**config.mk**
```make
export PLATFORM = sky130hd
export DESIGN_NAME = alu_reg_file
export DESIGN_NICKNAME = d
export VERILOG_FILES = /design/src/rtl/alu_reg_file.sv
export SDC_FILE = /design/constraint.sdc
export NUM_CORES = 1
export LEC_CHECK = 0
export BUFFER_PORTS_ARGS = -buffer_cell sky130_fd_sc_hd__buf_4
export CAP_MARGIN = 20
export CELL_PAD_IN_SITES_DETAIL_PLACEMENT = 1
export CELL_PAD_IN_SITES_GLOBAL_PLACEMENT = 1
export CORE_MARGIN = 2
export CORE_UTILIZATION = 46
export DETAILED_ROUTE_END_ITERATION = 6
export GPL_TIMING_DRIVEN = 0
export PLACE_DENSITY = 0.86
export SYNTH_ARGS = -nofsm -noshare
export SYNTH_HDL_FRONTEND = slang
export SYNTH_SLANG_ARGS = --single-unit
```
**constraint.sdc**
```tcl
create_clock -name clk -period 2.3 [get_ports clk]
set_input_delay 0.115 -clock clk [delete_from_list [all_inputs] [get_ports clk]]
set_output_delay 0.115 -clock clk [all_outputs]
set_load 0.05 [all_outputs]
```
**src/rtl/alu_reg_file.sv**
```systemverilog
// Eight-entry register file (entry 0 reads as zero) with a 1-cycle registered read,
// plus an independent combinational ALU. Reset asserts asynchronously, releases synchronously.
module alu_reg_file #(
  parameter int DATA_W = 8,
  parameter int ADDR_W = 3
) (
  input  logic              clk,
  input  logic              rst_n,
  input  logic              rw,
  input  logic [ADDR_W-1:0] reg_addr,
  input  logic [DATA_W-1:0] reg_data_in,
  output logic [DATA_W-1:0] reg_data_out,
  input  logic [DATA_W-1:0] alu_a,
  input  logic [DATA_W-1:0] alu_b,
  input  logic [3:0]        alu_op,
  output logic [DATA_W-1:0] alu_result
);

  localparam int NREG = 2 ** ADDR_W;

  logic [1:0]        r_rst_sync;
  logic              w_rst_n;
  logic [DATA_W-1:0] r_regs [NREG];
  logic [DATA_W-1:0] r_data_out;
  logic              w_lt;

  // Assert passes straight through; deassert reaches the datapath two edges later.
  always_ff @(posedge clk or negedge rst_n) begin
    if (!rst_n) r_rst_sync <= 2'b00;
    else        r_rst_sync <= {r_rst_sync[0], 1'b1};
  end

  assign w_rst_n = r_rst_sync[1];

  always_ff @(posedge clk or negedge w_rst_n) begin
    if (!w_rst_n) begin
      for (int i = 0; i < NREG; i++) r_regs[i] <= '0;
    end else if (rw && (reg_addr != '0)) begin
      r_regs[reg_addr] <= reg_data_in;
    end
  end

  always_ff @(posedge clk or negedge w_rst_n) begin
    if (!w_rst_n) begin
      r_data_out <= '0;
    end else if (!rw) begin
      r_data_out <= (reg_addr == '0) ? '0 : r_regs[reg_addr];
    end
  end

  assign reg_data_out = r_data_out;

  assign w_lt = ($signed(alu_a) < $signed(alu_b));

  always_comb begin
    alu_result = '0;
    case (alu_op)
      4'd0:    alu_result = alu_a + alu_b;
      4'd1:    alu_result = alu_a - alu_b;
      4'd2:    alu_result = alu_a & alu_b;
      4'd3:    alu_result = alu_a | alu_b;
      4'd4:    alu_result = {{(DATA_W-1){1'b0}}, w_lt};
      default: alu_result = '0;
    endcase
  end

endmodule

```
==> impl_metrics.toml <==
[outcome]
status = "completed"

[timing]
fmax_ghz = 0.4446
fin_crit_sh_pct = 97.78
timing.final.ws_setup_ns = 0.05098
hold_viol_final = 0
hold_ws_ns = 0.05083
fin_skew_ns = 0.009840
final_max_slew_viol_count = 0
setup_viol = 0
max_slew_margin_pct = 40.79
worst_pin_slew_ns = 0.8834
period_needed_ns = 2.249

[detailed_routing]
viasPerCell = 5.850
drtIter0Drc = 149
drc = 0
drtPass1Iterations = 4
drtAntennaViolNets = 0
drt-total-wl_um = 10660
via_count = 3112
wl_per_cell_um = 20.03

[yosys]
ys_async_sr_fraction_pct = 100.0
yosys_warnings = 0
synth-seq-cells = 66
syn-mean-instance-area_sq_um = 11.26
synthFlopType = "dfrtp_1"
ys_seq_area_share_pct = 41.30
postSynthCellCount = 355
netlist_area_sq_um = 3999
yosysUniqueCellTypes = 52
synth-edff-count = 0
syn-num-nets = 415

[clock_network]
cts_tree = "built"
cts_made_buffers = 9
clock_path_buffers = 2
clock_latency_ns = 0.35
htree_levels = 3
cts_sinks = 66
path_clk_slew_ns = 0.07
cts_root_buf = "clkbuf_8"

[power]
p_leak_nw = 2.168
vdd_drop_max_mv = 0.4501
power_density_nw_per_um2 = 706.3

[floorplanning]
dieHeight_um = 97.24
dieArea_sq_um = 9455
core_sq_um = 8593
core.rowCount = 34
io_pins = 50
die_x_um = 97.24
start_util_pct = 46.53

[final_layout]
drive_above_1_share_pct = 36.56
layout_common_cells = "dfrtp_1 (65), mux2_2 (57), buf_4 (53)"
regArea_sq_um = 1653
fill_cells = 929
mostFrequentLayoutCell = "dfrtp_1"
multi_input_area_sq_um = 2207
final_util_pct = 55.49
antenna_cells = 0
nets = 479
area.growth.synth_to_final_pct = 19.24

[setup_path]
cp-start-kind = "input pin"
cp.arrival_ns = 2.13
crit_required_ns = 2.18
endpoint_kind = "output port"
crit_type = "in -> out"
cp_max_fo = 3

[global_route]
overflow = 0
track_usage_pct = 23.41
grt_max_degree = 41
grt_pass1_wl_um = 17420
antenna_found_initial = 0
grt_pass1_vias = 3345

[place]
hpwlAfterDp_um = 7695
gp_congestion = 0.8623
io_buffers = 49
place_ws_ns = -0.1443

[min_path]
hold_path_class = "in -> reg"

[job]
max-cap-violations = 0
-- where the power goes --
group | total, mW | leakage, nW | switching (mW) | internal [mW]
combinational | 0.966 | 1.29 | 0.501 | 0.465
sequential | 1.55 | 0.796 | 0.141 | 1.41
clock | 0.856 | 0.0851 | 0.441 | 0.414
-- cells by family after synthesis --
logic type,Yosys count,share of synthesized area (%)
AOI/OAI and AO/OA,75,12.52
xor gates and xnor gates,1,0.2191
adders and majority gates,26,8.511
buffers and inverters,43,4.537
DFF,66,41.30
muxes,78,24.12
other,1,0.09378
and+or+nand+nor,65,8.699
-- cell usage after synthesis (2+ instances only) --
cell | instances | area [sq um]
nand2_1 | 22 | 82.58
a21o_1 | 2 | 15.01
a21oi_1 | 19 | 95.09
a2111o_1 | 2 | 22.52
buf_1 | 3 | 11.26
o211ai_1 | 4 | 30.03
o21a_1 | 2 | 15.01
inv_1 | 26 | 97.59
fa_1 | 2 | 40.04
ha_1 | 24 | 300.3
or4_1 | 2 | 15.01
a211oi_1 | 10 | 75.07
or2_2 | 2 | 12.51
nor4b_1 | 2 | 17.52
nand4b_1 | 3 | 26.28
dfrtp_1 | 66 | 1652
nand4_1 | 2 | 12.51
nor4bb_1 | 2 | 20.02
mux2i_1 | 12 | 120.1
nor2_1 | 11 | 41.29
o21ai_0 | 18 | 90.09
and2_1 | 3 | 18.77
o311ai_0 | 3 | 26.28
nor3_1 | 5 | 25.02
buf_4 | 3 | 22.52
o31ai_1 | 2 | 15.01
clkbuf_1 | 4 | 15.01
mux4_2 | 9 | 202.7
nor2b_1 | 2 | 12.51
a22o_1 | 3 | 26.28
nand3_1 | 2 | 10.01
mux2_2 | 57 | 641.9
buf_2 | 7 | 35.03
-- what timing repair did --
action | CTS | global route
gates cloned | 0 | 0
hold buffers | 1 | 0
pin swaps | 2 | 5
setup buffers | 0 | 2
gates resized for setup | 6 | 4
endpoints found under the setup margin | 2 | 2
hold endpoints to repair | 2 | 0
-- flip-flops by register name (all words and copies together), names as in the netlist --
name          count
r_regs           56
r_rst_sync        2
reg_data_out      8
-- stage by stage --
stage / setup TNS, ns / cells / area (sq um) / power (mW)
after CTS: -0.01225 / 530 / 4740 / 3.392
after detailed placement: -0.1605 / 513 / 4533 / 2.512
after global routing: -0.004487 / 532 / 4768 / 3.549
after floorplan: 0 / 355 / 4009 / 2.189
after global placement: -19.38 / 512 / 4512 / 2.424
final: 0 / 532 / 4768 / 3.368
-- area by class of cell --
| type | instances | area share (%) |
|---|---|---|
| multi-input cells | 246 | 46.29 |
| well taps | 108 | 2.834 |
| clock inverters | 5 | 0.6298 |
| plain buffers | 17 | 1.758 |
| clock buffers | 11 | 2.965 |
| repair buffers | 53 | 8.817 |
| flip-flops and latches | 66 | 34.66 |
| inverters | 26 | 2.047 |
-- worst paths after layout --
kind / startpoint / end / slack, ns / depth (start not counted)
min reg2reg: r_rst_sync[1] / r_regs[36] / 0.27 / 0
min: reg_data_in[3] / r_regs[43] / 0.05 / 2
max: alu_b[0] / alu_result[6] / 0.05 / 9
max in group asynchronous: r_rst_sync[1] / r_regs[21] / 1.40 / 1
min in group asynchronous: rst_n / r_rst_sync[1] / 0.08 / 2
max reg2reg: r_regs[50] / reg_data_out[2] / 0.85 / 4
-- worst max-delay path, stage by stage --
cell and delay, ns:
buf_4 0.13, ha_4 0.16, fa_2 0.37, or2_4 0.25, a221oi_4 0.28, mux2i_1 0.22, o311ai_1 0.12, a32o_2 0.33
buf_8 0.15
-- layer usage --
layer	wire, um	global-route usage (%)	up-vias
li1	-	-	1430
met1	4464	29.18	1605
met2	5595	41.56	64
met3	446	4.892	13
met4	150	6.090	0
met5	0	0	-
(Power assumes the default switching activity.)
